**config.mk**
```make
export PLATFORM = sky130hd
export DESIGN_NAME = systolic_result_drain
export DESIGN_NICKNAME = d
export VERILOG_FILES = /design/src/rtl/systolic_result_drain_pkg.sv /design/src/rtl/systolic_result_drain_requant_sat.sv /design/src/rtl/systolic_result_drain.sv
export SDC_FILE = /design/constraint.sdc
export NUM_CORES = 1
export LEC_CHECK = 0
export ABC_CLOCK_PERIOD_IN_PS = 8650
export CELL_PAD_IN_SITES_DETAIL_PLACEMENT = 0
export CELL_PAD_IN_SITES_GLOBAL_PLACEMENT = 1
export CORE_ASPECT_RATIO = 1.75
export CORE_MARGIN = 8
export CORE_UTILIZATION = 41
export CTS_CLUSTER_DIAMETER = 200
export CTS_CLUSTER_SIZE = 14
export DETAILED_ROUTE_END_ITERATION = 8
export PLACE_DENSITY_LB_ADDON = 0.1
export SLEW_MARGIN = 25
export SYNTH_ARGS = -nofsm -noshare
export SYNTH_HDL_FRONTEND = slang
export SYNTH_SLANG_ARGS = --single-unit
```
**constraint.sdc**
```tcl
create_clock -name clk -period 8.65 [get_ports clk]
set_input_delay 1.73 -clock clk [delete_from_list [all_inputs] [get_ports clk]]
set_output_delay 1.73 -clock clk [all_outputs]
set_load 0.1 [all_outputs]
```
**src/rtl/systolic_result_drain_pkg.sv**
```systemverilog
// Shared types and constants for the 3x3 systolic-array result drain.
package systolic_result_drain_pkg;

    typedef enum logic {
        IDLE   = 1'b0,
        STREAM = 1'b1
    } state_t;

    localparam int NUM_ELEMS = 9;
    localparam int IDX_WIDTH = 4;
    localparam logic [IDX_WIDTH-1:0] LAST_IDX = IDX_WIDTH'(NUM_ELEMS - 1);

endpackage

```
**src/rtl/systolic_result_drain_requant_sat.sv**
```systemverilog
// Combinational requantizer: arithmetic right shift, optional ReLU,
// signed saturation from RESULT_WIDTH down to OUT_WIDTH.
module requant_sat #(
    parameter int RESULT_WIDTH = 16,
    parameter int OUT_WIDTH    = 8,
    parameter int SHIFT_WIDTH  = 4
) (
    input  logic signed [RESULT_WIDTH-1:0] value_in,
    input  logic [SHIFT_WIDTH-1:0]         shift_amt,
    input  logic                           relu_en,
    output logic [OUT_WIDTH-1:0]           value_out,
    output logic                           sat
);

    localparam logic signed [RESULT_WIDTH-1:0] MAX_V =
        {{(RESULT_WIDTH-OUT_WIDTH+1){1'b0}}, {(OUT_WIDTH-1){1'b1}}};
    localparam logic signed [RESULT_WIDTH-1:0] MIN_V =
        {{(RESULT_WIDTH-OUT_WIDTH+1){1'b1}}, {(OUT_WIDTH-1){1'b0}}};

    logic                           shift_ovf;
    logic signed [RESULT_WIDTH-1:0] shifted;

    // Only build the oversized-shift check when the shift field can reach it.
    if ((2 ** SHIFT_WIDTH) > RESULT_WIDTH) begin : g_ovf
        assign shift_ovf = (32'(shift_amt) >= 32'(RESULT_WIDTH));
    end else begin : g_no_ovf
        assign shift_ovf = 1'b0;
    end

    always_comb begin
        shifted   = '0;
        value_out = '0;
        sat       = 1'b0;
        if (shift_ovf) begin
            shifted = {RESULT_WIDTH{value_in[RESULT_WIDTH-1]}};
        end else begin
            shifted = value_in >>> shift_amt;
        end
        if (relu_en && shifted[RESULT_WIDTH-1]) begin
            shifted = '0;
        end
        if (shifted > MAX_V) begin
            value_out = MAX_V[OUT_WIDTH-1:0];
            sat       = 1'b1;
        end else if (shifted < MIN_V) begin
            value_out = MIN_V[OUT_WIDTH-1:0];
            sat       = 1'b1;
        end else begin
            value_out = shifted[OUT_WIDTH-1:0];
        end
    end

endmodule

```
**src/rtl/systolic_result_drain.sv**
```systemverilog
// Captures a 3x3 result frame on valid_in and streams the nine requantized
// elements row-major over valid/ready, allowing back-to-back frames.
module systolic_result_drain
    import systolic_result_drain_pkg::*;
#(
    parameter int RESULT_WIDTH = 16,
    parameter int OUT_WIDTH    = 8,
    parameter int SHIFT_WIDTH  = 4
) (
    input  logic                    clk,
    input  logic                    rst,
    input  logic [RESULT_WIDTH-1:0] c00_in,
    input  logic [RESULT_WIDTH-1:0] c01_in,
    input  logic [RESULT_WIDTH-1:0] c02_in,
    input  logic [RESULT_WIDTH-1:0] c10_in,
    input  logic [RESULT_WIDTH-1:0] c11_in,
    input  logic [RESULT_WIDTH-1:0] c12_in,
    input  logic [RESULT_WIDTH-1:0] c20_in,
    input  logic [RESULT_WIDTH-1:0] c21_in,
    input  logic [RESULT_WIDTH-1:0] c22_in,
    input  logic                    valid_in,
    input  logic [SHIFT_WIDTH-1:0]  shift_amt,
    input  logic                    relu_en,
    output logic [OUT_WIDTH-1:0]    m_data,
    output logic                    m_valid,
    input  logic                    m_ready,
    output logic                    m_last,
    output logic [IDX_WIDTH-1:0]    m_index,
    output logic                    m_sat,
    output logic                    busy,
    output logic                    drop_err
);

    logic [RESULT_WIDTH-1:0] c_in    [NUM_ELEMS];
    logic [RESULT_WIDTH-1:0] frame_q [NUM_ELEMS];

    state_t                 state_q, state_d;
    logic [IDX_WIDTH-1:0]   idx_q, idx_d;
    logic [SHIFT_WIDTH-1:0] shift_q, shift_d;
    logic                   relu_q, relu_d;
    logic                   drop_err_q, drop_err_d;
    logic                   capture;
    logic                   xfer;
    logic                   streaming;
    logic [OUT_WIDTH-1:0]   rq_data;
    logic                   rq_sat;

    assign c_in[0] = c00_in;
    assign c_in[1] = c01_in;
    assign c_in[2] = c02_in;
    assign c_in[3] = c10_in;
    assign c_in[4] = c11_in;
    assign c_in[5] = c12_in;
    assign c_in[6] = c20_in;
    assign c_in[7] = c21_in;
    assign c_in[8] = c22_in;

    assign streaming = (state_q == STREAM);
    assign xfer      = streaming && m_ready;

    always_comb begin
        state_d    = state_q;
        idx_d      = idx_q;
        shift_d    = shift_q;
        relu_d     = relu_q;
        drop_err_d = drop_err_q;
        capture    = 1'b0;
        case (state_q)
            IDLE: begin
                if (valid_in) begin
                    capture = 1'b1;
                end
            end
            STREAM: begin
                if (xfer) begin
                    if (idx_q == LAST_IDX) begin
                        // A new frame landing on the final transfer reuses the slot with no bubble.
                        if (valid_in) begin
                            capture = 1'b1;
                        end else begin
                            state_d = IDLE;
                            idx_d   = '0;
                        end
                    end else begin
                        idx_d = idx_q + IDX_WIDTH'(1);
                    end
                end
                if (valid_in && !capture) begin
                    drop_err_d = 1'b1;
                end
            end
            default: begin
                state_d = IDLE;
                idx_d   = '0;
            end
        endcase
        if (capture) begin
            state_d = STREAM;
            idx_d   = '0;
            shift_d = shift_amt;
            relu_d  = relu_en;
        end
    end

    always_ff @(posedge clk) begin
        if (rst) begin
            state_q    <= IDLE;
            idx_q      <= '0;
            shift_q    <= '0;
            relu_q     <= 1'b0;
            drop_err_q <= 1'b0;
        end else begin
            state_q    <= state_d;
            idx_q      <= idx_d;
            shift_q    <= shift_d;
            relu_q     <= relu_d;
            drop_err_q <= drop_err_d;
        end
    end

    // Frame storage carries no reset; its contents only matter while streaming.
    for (genvar gi = 0; gi < NUM_ELEMS; gi++) begin : g_frame
        always_ff @(posedge clk) begin
            if (capture) begin
                frame_q[gi] <= c_in[gi];
            end
        end
    end

    requant_sat #(
        .RESULT_WIDTH (RESULT_WIDTH),
        .OUT_WIDTH    (OUT_WIDTH),
        .SHIFT_WIDTH  (SHIFT_WIDTH)
    ) u_requant (
        .value_in  (frame_q[idx_q]),
        .shift_amt (shift_q),
        .relu_en   (relu_q),
        .value_out (rq_data),
        .sat       (rq_sat)
    );

    assign m_valid  = streaming;
    assign m_data   = streaming ? rq_data : '0;
    assign m_sat    = streaming && rq_sat;
    assign m_index  = streaming ? idx_q : '0;
    assign m_last   = streaming && (idx_q == LAST_IDX);
    assign busy     = streaming;
    assign drop_err = drop_err_q;

endmodule

```
=== Yosys cells after proc, flatten, opt, wreduce, memory -nomap -nowiden ===
Memory sizes are Yosys's and may differ from the RTL's. A register that Yosys moved wholly into a read port is not among the register bits.
Cells that the tools add are included.
W data, S select, Z words.

* $add $sub $neg: 1
* Magnitude comparators: 2
* Eq/ne operators: 2
* Shift operators: 1
* Muxes and demuxes: 22
* Bitwise gates (word level): 1
* Reductions and logical operators: 9

{| class="wikitable"
|+ Operators with widths
! kind !! number
|-
| $mux W8 || 3
|-
| $mux W4 || 5
|-
| $gt A16 B8 Y1 const B || 1
|-
| $lt A16 B8 Y1 const B || 1
|-
| $mux W16 || 1
|-
| $sshr A16 B4 Y16 || 1
|-
| $mux W1 || 12
|-
| $logic_and A1 B1 Y1 || 5
|-
| $add A4 B1 Y4 const B || 1
|-
| $eq A4 B4 Y1 const B || 1
|-
| $reduce_and A3 Y1 || 1
|-
| $ne A2 B2 Y1 const B || 1
|-
| $pmux W1 S2 || 1
|-
| $reduce_and A2 Y1 || 1
|-
| $reduce_or A2 Y1 || 1
|-
| $logic_not A1 Y1 || 1
|-
| $not A1 Y1 || 1
|}

* Flip-flop bits (word level): 11
* Bits in writable memories: 144
* Input port bits: 153
* Output and inout bits: 17
* Memories kept: 1

{| class="wikitable"
|+ Memory list
! name !! depth !! bits a word !! read ports !! clocked after memory_dff !! write ports !! line !! RTL
|-
| frame_q || 9 || 16 || 1 || 1 || 9 || systolic_result_drain.sv:35 || <nowiki>logic [RESULT_WIDTH-1:0] frame_q [NUM_ELEMS];</nowiki>
|}

=== Depth between registers and ports, before layout ===
Gate-level depths: netlist of the first run.

* Depth after elaboration: 7
* Gate-level depth with buffers: 12
* Depth with buffers taken out: 8

=== Hierarchy ===
From an unflattened synthesis of the first run, not the netlist that was laid out.

* Cell total of the unflattened synthesis: 493
* Area, all modules: 7283.2 µm²

{| class="wikitable"
|+ Modules (own cells, without submodules)
! module !! instances !! cells each !! area each (µm²) !! sequential area each (µm²)
|-
| systolic_result_drain || 1 || 375 || 6386.1 || 4624.4
|-
| requant_sat || 1 || 118 || 897.1 || 0.0
|}

=== Worst setup path before layout of the first run ===
No wires, ideal clock.

* Path kind: input port to flip-flop
* Start point: in m_ready
* End point: reg (tool-made name)
* Arrival time: 6763 ps
* Setup slack: 1740 ps
* Stages: 5
* Path buffers: 1
* Cells stage by stage: a21boi_0 > nor2b_1 > clkbuf_1 > or2_2 > a311oi_1

{| class="wikitable"
|+ RTL lines
! element !! line !! RTL
|-
| start, declared || systolic_result_drain.sv:26 || <nowiki>input logic m_ready,</nowiki>
|}

==> results of run 1 <==
==> power by group through the flow <==
stage          clock [mW]  combinational, mW  sequential (mW)
4_1_cts             0.805              0.268            0.907
2_1_floorplan           0              0.157            0.922
3_3_place_gp            0              0.265            0.922
3_5_place_dp            0              0.267            0.923
5_1_grt             0.835              0.283            0.910
6_report            0.792              0.265            0.906
==> layer usage <==
layer,GRT usage (%),routed length (um),up-vias
met2,33.8,10900,162
li1,-,-,2169
met5,0,0,-
met1,16.4,6120,2271
met3,4.98,1200,35
met4,7.78,510,0
==> how the worst max path moves through the flow <==
stage / end / slack (ns) / depth (start not counted)
after global placement: m_data[3] / 2.45 / 10
after global routing: m_data[1] / 1.63 / 10
after CTS: m_data[6] / 1.81 / 9
final: m_data[3] / 1.84 / 10
after floorplan: register / 1.74 / 5
after detailed placement: m_data[6] / 2.30 / 9
==> flip-flops by register name, summed over array words and instances (netlist names), named ones only <==
| register | flops |
|---|---|
| relu_q | 1 |
| drop_err | 1 |
| idx_q | 4 |
| busy | 1 |
| frame_q | 144 |
| shift_q | 4 |
==> cell usage after synthesis (2+ instances only) <==
cell                       instances
sky130_fd_sc_hd__buf_12            3
sky130_fd_sc_hd__edfxtp_1        144
sky130_fd_sc_hd__o21ai_1          10
sky130_fd_sc_hd__a41oi_1           2
sky130_fd_sc_hd__buf_1             2
sky130_fd_sc_hd__and3_1            2
sky130_fd_sc_hd__o31ai_2           3
sky130_fd_sc_hd__clkinv_1          2
sky130_fd_sc_hd__a211oi_1          4
sky130_fd_sc_hd__a21oi_1          10
sky130_fd_sc_hd__o31a_1            2
sky130_fd_sc_hd__o22ai_1           4
sky130_fd_sc_hd__o21ai_0          12
sky130_fd_sc_hd__buf_6             3
sky130_fd_sc_hd__nand2b_1          2
sky130_fd_sc_hd__mux4_2           22
sky130_fd_sc_hd__and2_1           11
sky130_fd_sc_hd__ha_1              2
sky130_fd_sc_hd__a311oi_1          4
sky130_fd_sc_hd__a21o_1            2
sky130_fd_sc_hd__a221oi_1          3
sky130_fd_sc_hd__a22o_1            6
sky130_fd_sc_hd__a22oi_1           9
sky130_fd_sc_hd__nand2_1          28
sky130_fd_sc_hd__mux2_2           12
sky130_fd_sc_hd__dfxtp_1          15
sky130_fd_sc_hd__buf_2             3
sky130_fd_sc_hd__nor2_1           24
sky130_fd_sc_hd__mux2i_1          47
sky130_fd_sc_hd__o311ai_1          2
sky130_fd_sc_hd__nand3_1           5
sky130_fd_sc_hd__inv_1             6
sky130_fd_sc_hd__o211ai_1          2
sky130_fd_sc_hd__nor2b_1           2
sky130_fd_sc_hd__buf_4             2
sky130_fd_sc_hd__clkbuf_1         12
==> worst register-to-register path: stages (launching register included) <==
cell                       delay, ns
sky130_fd_sc_hd__dfxtp_1        0.37
sky130_fd_sc_hd__inv_1          0.09
sky130_fd_sc_hd__ha_1           0.14
sky130_fd_sc_hd__and3b_1        0.26
sky130_fd_sc_hd__a21boi_0       0.23
sky130_fd_sc_hd__nor2b_4        0.15
sky130_fd_sc_hd__buf_4          0.61
sky130_fd_sc_hd__buf_6          0.72
==> layout by cell type (no fill, tap or decap), types with 4 or more instances in the layout <==
master and instances:
sky130_fd_sc_hd__a211oi_1 4, sky130_fd_sc_hd__a21oi_1 10, sky130_fd_sc_hd__a22o_1 6, sky130_fd_sc_hd__a22oi_1 9, sky130_fd_sc_hd__a311oi_1 4, sky130_fd_sc_hd__and2_1 11, sky130_fd_sc_hd__buf_4 5, sky130_fd_sc_hd__clkbuf_16 17
sky130_fd_sc_hd__clkdlybuf4s50_1 169, sky130_fd_sc_hd__dfxtp_1 14, sky130_fd_sc_hd__edfxtp_1 144, sky130_fd_sc_hd__inv_1 6, sky130_fd_sc_hd__inv_8 4, sky130_fd_sc_hd__mux2_2 12, sky130_fd_sc_hd__mux2i_1 47, sky130_fd_sc_hd__mux4_2 22
sky130_fd_sc_hd__nand2_1 28, sky130_fd_sc_hd__nand3_1 5, sky130_fd_sc_hd__nor2_1 24, sky130_fd_sc_hd__o21ai_0 12, sky130_fd_sc_hd__o21ai_1 10, sky130_fd_sc_hd__o22ai_1 4
==> cell type report <==
class / instances / area, sq um
multi-input combinational: 266 / 2310
inverter: 9 / 33.8
clock buffer: 17 / 425
clock inverter: 15 / 203
tap: 231 / 289
fill: 1464 / 7670
sequential: 159 / 4630
timing repair buffer: 175 / 1740
==> through the flow <==
| step | util [%] | power (mW) | cells | instance area, sq um |
|---|---|---|---|---|
| floorplan | - | 1.08 | 459 | 7130 |
| global placement | 52.0 | 1.19 | 840 | 8990 |
| detailed placement | 52.0 | 1.19 | 840 | 8990 |
| CTS | 55.6 | 1.98 | 872 | 9620 |
| global route | 55.7 | 2.03 | 872 | 9630 |
| finish | 55.7 | 1.96 | 872 | 9630 |
==> cells by family (layout without fill, tap and decap cells) <==
logic type                 count (synthesis)  after routing  share of synthesized area, %
adders and majority gates                  2              2                         0.351
muxes                                     82             82                          15.6
DFF                                      159            159                          64.8
buffers and inverters                     34            216                          2.95
and+or+nand+nor                           85             85                          5.93
AOI/OAI and AO/OA                         97             97                          10.4
==> results.txt, run 1 <==
----------------------------------------------------
[Job]
  Maxcap violations ... 0

[Power]
  Clk pwr share ... 40.4%
  Share of total power in sequential cells ... 46.1%
  P_leak ... 3.26 nW
  Switching power share of the total ... 24.7%
  Cell area power density ... 204 nW/um^2
  Worst ir drop on vdd ... 0.121 mV
  Internal Pwr Total ... 1.48 mW
  Combinational share of power ... 13.5%
  Switching power summed over all nets ... 484 uW

[Logic synthesis]
  Unique masters post-synth ... 71
  Number of synthesized flops with an enable pin ... 144
  Synthesized cell area ... 7130 sq um
  Flops & latches, synth ... 159
  Total of warnings raised by yosys ... 0
  Net Count, Synth ... 614
  Cells taking the most area after synthesis ... sky130_fd_sc_hd__edfxtp_1, sky130_fd_sc_hd__mux4_2, sky130_fd_sc_hd__mux2i_1
  Prevailing post-synth register cell ... sky130_fd_sc_hd__edfxtp_1
  Proportion of register bits with asynchronous set or reset after synthesis ... 0%
  Syn_area_per_cell ... 15.5 sq um
  Seq/Total Area, Yosys ... 64.8%
  Number of instances in the synthesized netlist ... 459
  Area leader, netlist ... sky130_fd_sc_hd__edfxtp_1
  Share of the synthesized area in the top cell type ... 60.6%

[Detailed routing]
  Number of routed nets with antenna violations ... 0
  Drt pass-1 iters ... 4
  DRC Markers ... 0
  Routed wirelength normalized by instance count ... 21.4 um
  Iteration-0 DRC count of the detailed router ... 290
  Per-cell via count in the routed design ... 5.32
  Wire length reported by the detailed router ... 18700 um
  Number of vias after detailed routing ... 4637

[Worst setup path]
  Cell Chain, Critical Path ... buf_4, nor2b_1, a22oi_1, a311oi_1, a211oi_1, a2111oi_2, a211oi_1, o31ai_4, o21ai_1, clkdlybuf4s50_1
  Worst Setup Path Type ... register to primary output
  Cells on worst reg2reg path ... 7
  Worst path slowest cell ... sky130_fd_sc_hd__clkdlybuf4s50_1
  Worst path buffer plus inverter count ... 2
  R2r endpoint ... frame_q[4][9]
  Sort of element at the start of the critical path ... register
  Crit path max-delay family ... compound AO/OA/AOI/OAI gates
  Register-to-register path setup slack ... 5.62 ns
  Worst path most repeated cell ... sky130_fd_sc_hd__a211oi_1
  Worst R2R Start ... idx_q[0]
  Crit path arrival time ... 5.08 ns
  Largest fanout on the critical path ... 20
  Peak per-stage delay on the critical path ... 0.99 ns
  Element type at the critical path end ... primary output
  Data required time at the worst endpoint ... 6.92 ns

[Global routing]
  Overall track demand over capacity in global routing ... 17.6%
  First-pass GRT wire length ... 28200 um
  GRT Residual Overflow ... 0
  Vias in the first global route ... 5170
  Antenna violations before repair ... 0
  Maximum number of pins on one net before global-route repair ... 95

[Floorplan]
  I/O pin total ... 170
  Core Rows ... 64
  Die Y-Extent ... 191 um
  Initial core utilization ... 41.2%
  Core footprint ... 17300 sq um
  Horiz. Die Dim ... 116 um
  Die area ... 22000 sq um

[CTS]
  Skew-Pair Late Insertion Delay ... 0.43 ns
  Number of buffers on the longest clock path ... 2
  Clk pin slew, worst setup/hold paths ... 0.07 ns
  CTS tree ... yes
  Buffer type at the clock tree root ... sky130_fd_sc_hd__clkbuf_16
  Number of hold-repair buffers added at the cts stage ... 0
  Number of levels the H-tree was split into ... 4
  CTS Buf Count ... 17
  Sinks on the clock net ... 159
  Setup bufs post-CTS ... 0
  Post-cts sizing count ... 0

[Timing]
  Relative slew margins ... 33.7%
  Worst hold margin ... 0.463 ns
  Final worst path period need ... 6.81 ns
  Setup repair after global routing missed its margin ... false
  Highest clock rate ... 147 MHz
  Total of endpoints with negative setup slack in the final report ... 0
  Actual slew at the worst max-slew pin ... 0.992 ns
  Worst clock skew on the final layout ... 0.0127 ns
  Crit path setup slack, layout ... 1.84 ns
  Final hold violation count ... 0
  Final-report max-slew violation count ... 0
  Fraction of the cycle the final worst path needs ... 78.7%
  Sum Neg Setup Slack ... 0 ns

[Finish]
  Layout overhead on the synthesized area ... 34.9%
  Final net count ... 783
  Number of diodes ... 0
  Layout cells sized above 1 ... 14.0%

[Placed design]
  Routability congestion estimate ... 0.812
  Port Buffer Count ... 169
  Setup Slack @ Placement ... 2.30 ns
  Post-detailed-placement half-perimeter wirelength ... 14200 um

[Hold path]
  Worst Hold Depth ... 2
  Hold Path Sink ... drop_err
  Startpoint of the worst hold path ... drop_err
  Worst hold path type ... register to register

[Status]
  Run status ... completed

----------------------------------------------------
Note: power is estimated with default switching activity, not from simulation.
==> run 2, diff against run 1 <==
ABC_CLOCK_PERIOD_IN_PS = 6700   (was 8650)
clock period = 6.7 ns   (was 8.65 ns; I/O delays follow)
==> run 2 against run 1 <==
Compared with the run above: hold slack gained 0.012 ns; routed wire length shrank 3.2%; global-route usage is 0.62 points lower; combinational power up 28%; first-iteration DRC count decreased by 29%; setup slack got worse by 0.75 ns; clock power increased by 17%; cell area shrank 0.94%; count of clock-buffer cells in the layout increased by 8; clock skew fell by 0.0023 ns; register-to-register slack got worse by 1.5 ns.
==> results.txt, run 2 (synthesis results as in run 1) <==
----------------------------------------------------
[Status]
  Run status ... completed

[Finish]
  Utilization of the core after routing ... 55.1% (-0.52 points)
  Flip-flop count of the largest register, all copies and words added ... 144 (unchanged)
  Most common library cell in the layout ignoring fill and taps ... sky130_fd_sc_hd__clkdlybuf4s50_1
  Number of diodes ... 0 (unchanged)
  Count of fill cells added during filler insertion ... 1492 (+1.9%)
  Regs by FF count ... frame_q x144, idx_q x4, shift_q x4
  Layout cells sized above 1 ... 14.2% (+0.20 points)
  Top register by number of flip-flops ... frame_q
  Layout overhead on the synthesized area ... 33.7%
  Final net count ... 781 (-0.26%)
  Highest-count cells in the layout ignoring fill and taps ... sky130_fd_sc_hd__clkdlybuf4s50_1, sky130_fd_sc_hd__edfxtp_1, sky130_fd_sc_hd__mux2i_1

[Detailed routing]
  Wire length reported by the detailed router ... 18100 um (-3.2%)
  Number of routed nets with antenna violations ... 0 (unchanged)
  DRC Markers ... 0 (unchanged)
  Drt pass-1 iters ... 4 (unchanged)
  Per-cell via count in the routed design ... 5.30 (-0.27%)
  Routed wirelength normalized by instance count ... 20.8 um (-3.0%)
  Iteration-0 DRC count of the detailed router ... 206 (-29%)
  Number of vias after detailed routing ... 4614 (-0.50%)

[Floorplan]
  I/O pin total ... 170 (unchanged)
  Initial core utilization ... 41.2% (unchanged)
  Die area ... 22000 sq um (unchanged)
  Horiz. Die Dim ... 116 um (unchanged)
  Core Rows ... 64 (unchanged)
  Core footprint ... 17300 sq um (unchanged)
  Die Y-Extent ... 191 um (unchanged)

[CTS]
  Number of levels the H-tree was split into ... 4 (unchanged)
  Number of hold-repair buffers added at the cts stage ... 0 (unchanged)
  Setup bufs post-CTS ... 0 (unchanged)
  Post-cts sizing count ... 0 (unchanged)
  Buffer type at the clock tree root ... sky130_fd_sc_hd__clkbuf_16
  CTS tree ... yes
  Sinks on the clock net ... 159 (unchanged)
  Clk pin slew, worst setup/hold paths ... 0.06 ns (about the same)
  CTS Buf Count ... 17 (unchanged)
  Number of buffers on the longest clock path ... 2 (unchanged)
  Skew-Pair Late Insertion Delay ... 0.42 ns (about the same)

[Timing]
  Fraction of the cycle the final worst path needs ... 83.6%
  Final hold violation count ... 0 (unchanged)
  Relative slew margins ... 34.7% (+1.0 points)
  Sum Neg Setup Slack ... 0 ns (unchanged)
  Highest clock rate ... 179 MHz
  Worst clock skew on the final layout ... 0.0104 ns (-0.00228 ns)
  Final-report max-slew violation count ... 0 (unchanged)
  Total of endpoints with negative setup slack in the final report ... 0 (unchanged)
  Setup repair after global routing missed its margin ... false
  Actual slew at the worst max-slew pin ... 0.976 ns (-0.0153 ns)
  Final worst path period need ... 5.60 ns

[Power]
  P_leak ... 3.24 nW (-0.68%)
  Cell area power density ... 256 nW/um^2 (+25%)
  Worst ir drop on vdd ... 0.181 mV (+50%)

[Global routing]
  First-pass GRT wire length ... 27300 um (-3.2%)
  Vias in the first global route ... 5099 (-1.4%)
  Antenna violations before repair ... 0 (unchanged)
  GRT Residual Overflow ... 0 (unchanged)
  Maximum number of pins on one net before global-route repair ... 151 (+59%)
  Overall track demand over capacity in global routing ... 16.9% (-0.62 points)

[Placed design]
  Post-detailed-placement half-perimeter wirelength ... 13800 um (-3.0%)
  Port Buffer Count ... 169 (unchanged)
  Routability congestion estimate ... 0.832 (+2.4%)

[Worst setup path]
  Worst Setup Path Type ... register to primary output
  Crit path arrival time ... 4.26 ns (-0.82 ns)
  Sort of element at the start of the critical path ... register
  Element type at the critical path end ... primary output
  Largest fanout on the critical path ... 50 (+150%)
  Data required time at the worst endpoint ... 5.36 ns (-1.56 ns)

[Hold path]
  Worst hold path type ... register to register

[Job]
  Maxcap violations ... 0 (unchanged)

----------------------------------------------------
## run 2: path summary, 6_finish.rpt
| kind | start | endpoint | slack (ns) | cells past startpoint |
|---|---|---|---|---|
| worst max register to register | idx_q[0] | register | 4.15 | 8 |
| worst max-delay path | register | m_data[6] | 1.10 | 9 |
| worst min-delay path | drop_err | drop_err | 0.47 | 2 |
| worst min register to register | drop_err | drop_err | 0.47 | 2 |
## run 2: critical path, cell delays in order, from the launching register on
cell	delay [ns]
sky130_fd_sc_hd__dfxtp_4	0.92
sky130_fd_sc_hd__mux2i_1	0.20
sky130_fd_sc_hd__a22o_1	0.29
sky130_fd_sc_hd__o31ai_2	0.58
sky130_fd_sc_hd__mux2i_1	0.33
sky130_fd_sc_hd__mux4_2	0.58
sky130_fd_sc_hd__a41oi_1	0.35
sky130_fd_sc_hd__o31ai_4	0.13
sky130_fd_sc_hd__o21ai_1	0.12
sky130_fd_sc_hd__buf_4	0.31
## run 2: area by class of cell
type / instances / area [sq um] / area share, %
flip-flops and latches: 159 / 4630 / 48.5
repair buffers: 173 / 1710 / 18.0
clock buffers: 25 / 475 / 4.99
clock inverters: 7 / 88.8 / 0.932
multi-input cells: 266 / 2310 / 24.2
inverters: 9 / 33.8 / 0.354
well taps: 231 / 289 / 3.03
## run 2: power breakdown
part	internal, mW	switching, mW
Clock	0.567	0.358
Sequential	1.15	0.0289
Combinational	0.162	0.176
## run 2: routing by layer
| layer | vias up | wire [um] | GRT usage, % |
|---|---|---|---|
| li1 | 2164 | - | - |
| met1 | 2263 | 6290 | 16.2 |
| met2 | 162 | 10200 | 31.7 |
| met3 | 25 | 1130 | 5.17 |
| met4 | 0 | 475 | 8.08 |
| met5 | - | 0 | 0 |
## run 2: metrics by stage
| step | area [sq um] | cells | hold WS, ns | power, mW | worst slack (ns) |
|---|---|---|---|---|---|
| detailed placement | 8970 | 838 | 0.465 | 1.54 | 1.50 |
| global route | 9540 | 870 | 0.505 | 2.53 | 0.890 |
| finish | 9540 | 870 | 0.475 | 2.44 | 1.10 |
| CTS | 9540 | 870 | 0.479 | 2.46 | 1.03 |
| floorplan | 7130 | 459 | 0.468 | 1.39 | 0.180 |
| global placement | 8970 | 838 | 0.456 | 1.53 | 1.53 |
==> run 3, diff against run 2 <==
ABC_CLOCK_PERIOD_IN_PS = 5100   (was 6700)
CORE_UTILIZATION = 37   (was 41)
clock period = 5.1 ns   (was 6.7 ns; I/O delays follow)
==> run 3 against run 2 <==
Compared with the run above: first-iteration DRC count is 5.8% lower; highest routed layer unchanged; power is 38% higher; hold slack worse by 0.0052 ns; via count is 0.95% lower.
==> results.txt, run 3 (synthesis results as in run 1) <==
----------------------------------------------------
[Status]
  Run status ... completed

[Global routing]
  Antenna violations before repair ... 0 (unchanged)
  GRT Residual Overflow ... 0 (unchanged)
  Maximum number of pins on one net before global-route repair ... 61 (-60%)
  Vias in the first global route ... 5049 (-0.98%)
  Overall track demand over capacity in global routing ... 16.3% (-0.66 points)
  First-pass GRT wire length ... 28600 um (+4.8%)

[Worst setup path]
  Worst Setup Path Type ... register to primary output
  Register-to-register path setup slack ... 2.71 ns (-1.44 ns)
  Element type at the critical path end ... primary output
  Cells on worst reg2reg path ... 7 (-1)
  Peak per-stage delay on the critical path ... 0.61 ns (-0.31 ns)
  Largest fanout on the critical path ... 11 (-78%)
  Data required time at the worst endpoint ... 4.08 ns (-1.28 ns)
  Cell Chain, Critical Path ... buf_4, and2b_1, a22oi_1, nand3_2, a32o_1, mux4_2, nor3_2, a31oi_2, o21ai_1, buf_12
  Worst path slowest cell ... sky130_fd_sc_hd__dfxtp_1
  Crit path max-delay family ... compound AO/OA/AOI/OAI gates
  Sort of element at the start of the critical path ... register
  R2r endpoint ... idx_q[3]
  Crit path arrival time ... 3.73 ns (-0.53 ns)
  Worst path buffer plus inverter count ... 2 (+1)
  Worst R2R Start ... idx_q[0]

[Finish]
  Highest-count cells in the layout ignoring fill and taps ... sky130_fd_sc_hd__clkdlybuf4s50_1, sky130_fd_sc_hd__edfxtp_1, sky130_fd_sc_hd__mux2i_1
  Register area ... 4630 sq um (unchanged)
  Regs by FF count ... frame_q x144, idx_q x4, shift_q x4
  Flip-flop count of the largest register, all copies and words added ... 144 (unchanged)
  Multi-input gate area ... 2310 sq um (+0.33%)
  Layout overhead on the synthesized area ... 37.8%
  Layout cells sized above 1 ... 16.1% (+1.8 points)
  Top register by number of flip-flops ... frame_q
  Count of fill cells added during filler insertion ... 1624 (+8.8%)
  Final net count ... 789 (+1.0%)
  Most common library cell in the layout ignoring fill and taps ... sky130_fd_sc_hd__clkdlybuf4s50_1
  Number of diodes ... 0 (unchanged)

[CTS]
  CTS Buf Count ... 17 (unchanged)
  Number of buffers on the longest clock path ... 2 (unchanged)
  CTS tree ... yes
  Number of hold-repair buffers added at the cts stage ... 0 (unchanged)
  Sinks on the clock net ... 159 (unchanged)
  Number of levels the H-tree was split into ... 4 (unchanged)
  Clk pin slew, worst setup/hold paths ... 0.06 ns (about the same)
  Buffer type at the clock tree root ... sky130_fd_sc_hd__clkbuf_16
  Skew-Pair Late Insertion Delay ... 0.43 ns (about the same)

[Hold path]
  Startpoint of the worst hold path ... drop_err
  Hold Path Sink ... drop_err
  Worst hold path type ... register to register
  Worst Hold Depth ... 2 (unchanged)

[Timing]
  Worst hold margin ... 0.470 ns (-0.00516 ns)
  Worst clock skew on the final layout ... 0.00535 ns (-0.00510 ns)
  Final-report max-slew violation count ... 0 (unchanged)
  Total of endpoints with negative setup slack in the final report ... 0 (unchanged)
  Highest clock rate ... 211 MHz
  Actual slew at the worst max-slew pin ... 0.976 ns (-0.000601 ns)
  Fraction of the cycle the final worst path needs ... 93.1%
  Setup repair after global routing missed its margin ... false
  Relative slew margins ... 34.8% (+0.040 points)
  Crit path setup slack, layout ... 0.353 ns (-0.745 ns)
  Sum Neg Setup Slack ... 0 ns (unchanged)
  Final worst path period need ... 4.75 ns
  Final hold violation count ... 0 (unchanged)

[Placed design]
  Routability congestion estimate ... 0.816 (-1.9%)
  Setup Slack @ Placement ... 0.738 ns (-0.763 ns)
  Port Buffer Count ... 169 (unchanged)
  Post-detailed-placement half-perimeter wirelength ... 14700 um (+6.6%)

[Floorplan]
  Die area ... 24200 sq um (+9.6%)
  I/O pin total ... 170 (unchanged)
  Initial core utilization ... 37.5% (-3.8 points)
  Core Rows ... 67 (+4.7%)
  Die Y-Extent ... 200 um (+4.8%)
  Horiz. Die Dim ... 121 um (+4.5%)
  Core footprint ... 19000 sq um (+10%)

[Power]
  Final Total Pwr ... 3.35 mW (+38%)
  Worst ir drop on vdd ... 0.473 mV (+160%)
  Cell area power density ... 341 nW/um^2 (+34%)
  P_leak ... 3.34 nW (+3.2%)

[Detailed routing]
  Iteration-0 DRC count of the detailed router ... 194 (-5.8%)
  Routed wirelength normalized by instance count ... 21.4 um (+2.9%)
  Number of vias after detailed routing ... 4570 (-0.95%)
  Uppermost metal layer occupied by signal nets ... met4
  Wire length on met2 ... 10800 um (+5.8%)
  Number of routed nets with antenna violations ... 0 (unchanged)
  Met3 WL post-DR ... 860 um (-24%)
  Drt pass-1 iters ... 4 (unchanged)
  Per-cell via count in the routed design ... 5.15 (-3.0%)
  Wire length reported by the detailed router ... 19000 um (+5.0%)
  Detailed-routing wirelength on met1 ... 6700 um (+6.5%)
  DRC Markers ... 0 (unchanged)

[Job]
  Maxcap violations ... 0 (unchanged)

----------------------------------------------------
[run 3: cell count changes in the layout (fill, tap and decap cells not counted), sizes merged]
cell / before / now
bufinv: 2 / 4
buf: 12 / 21
clkinvlp: 0 / 3
inv: 8 / 9
clkinv: 6 / 5
clkdlybuf4s50: 161 / 160
clkbuf: 25 / 20
[run 3: layer usage]
metal | GRT usage, % | vias to the layer above
li1 | - | 2184
met1 | 15.6 | 2219
met2 | 30.7 | 138
met3 | 4.38 | 29
met4 | 8.51 | 0
met5 | 0 | -
[run 3: worst max path at each step]
stage / endpoint / slack, ns / cells after the start
3_3_place_gp: m_data[4] / 0.75 / 9
3_5_place_dp: m_data[2] / 0.74 / 10
6_report: m_data[2] / 0.35 / 10
4_1_cts: m_data[2] / 0.25 / 10
2_1_floorplan: m_data[0] / 0.42 / 11
5_1_grt: m_data[1] / 0.06 / 10
[run 3: timing repair]
action,in CTS,in global routing
setup endpoints to repair,0,1
endpoints found under the hold margin,0,0
setup buffers,0,1
gates resized for setup,0,2
[run 3: stage by stage]
stage          utilization [%]  cells  area [sq um]
2_1_floorplan                -    459          7140
3_3_place_gp              48.1    854          9150
3_5_place_dp              48.2    855          9170
4_1_cts                   51.5    887          9790
5_1_grt                   51.7    888          9830
6_report                  51.7    888          9830
[run 3: area by class of cell]
type	count	share of cell area (%)
multi-input cells	266	23.5
well taps	241	3.07
clock buffers	20	4.44
repair buffers	181	19.6
flip-flops and latches	159	47.1
inverters	9	0.344
clock inverters	12	1.88
[run 3: worst reg2reg max path: stages, from the launching register on]
cell and delay, ns:
sky130_fd_sc_hd__dfxtp_1 0.44, sky130_fd_sc_hd__inv_1 0.07, sky130_fd_sc_hd__ha_1 0.19, sky130_fd_sc_hd__and3b_1 0.23
sky130_fd_sc_hd__a21boi_0 0.48, sky130_fd_sc_hd__nor2b_4 0.22, sky130_fd_sc_hd__or2_2 0.38, sky130_fd_sc_hd__a311oi_1 0.27
[run 3: where the power goes]
group          switching (mW)  total (mW)  leakage [nW]  internal (mW)
registers              0.0299        1.53          1.49           1.50
logic                   0.247       0.487          1.55          0.240
clock network           0.510        1.33         0.293          0.824
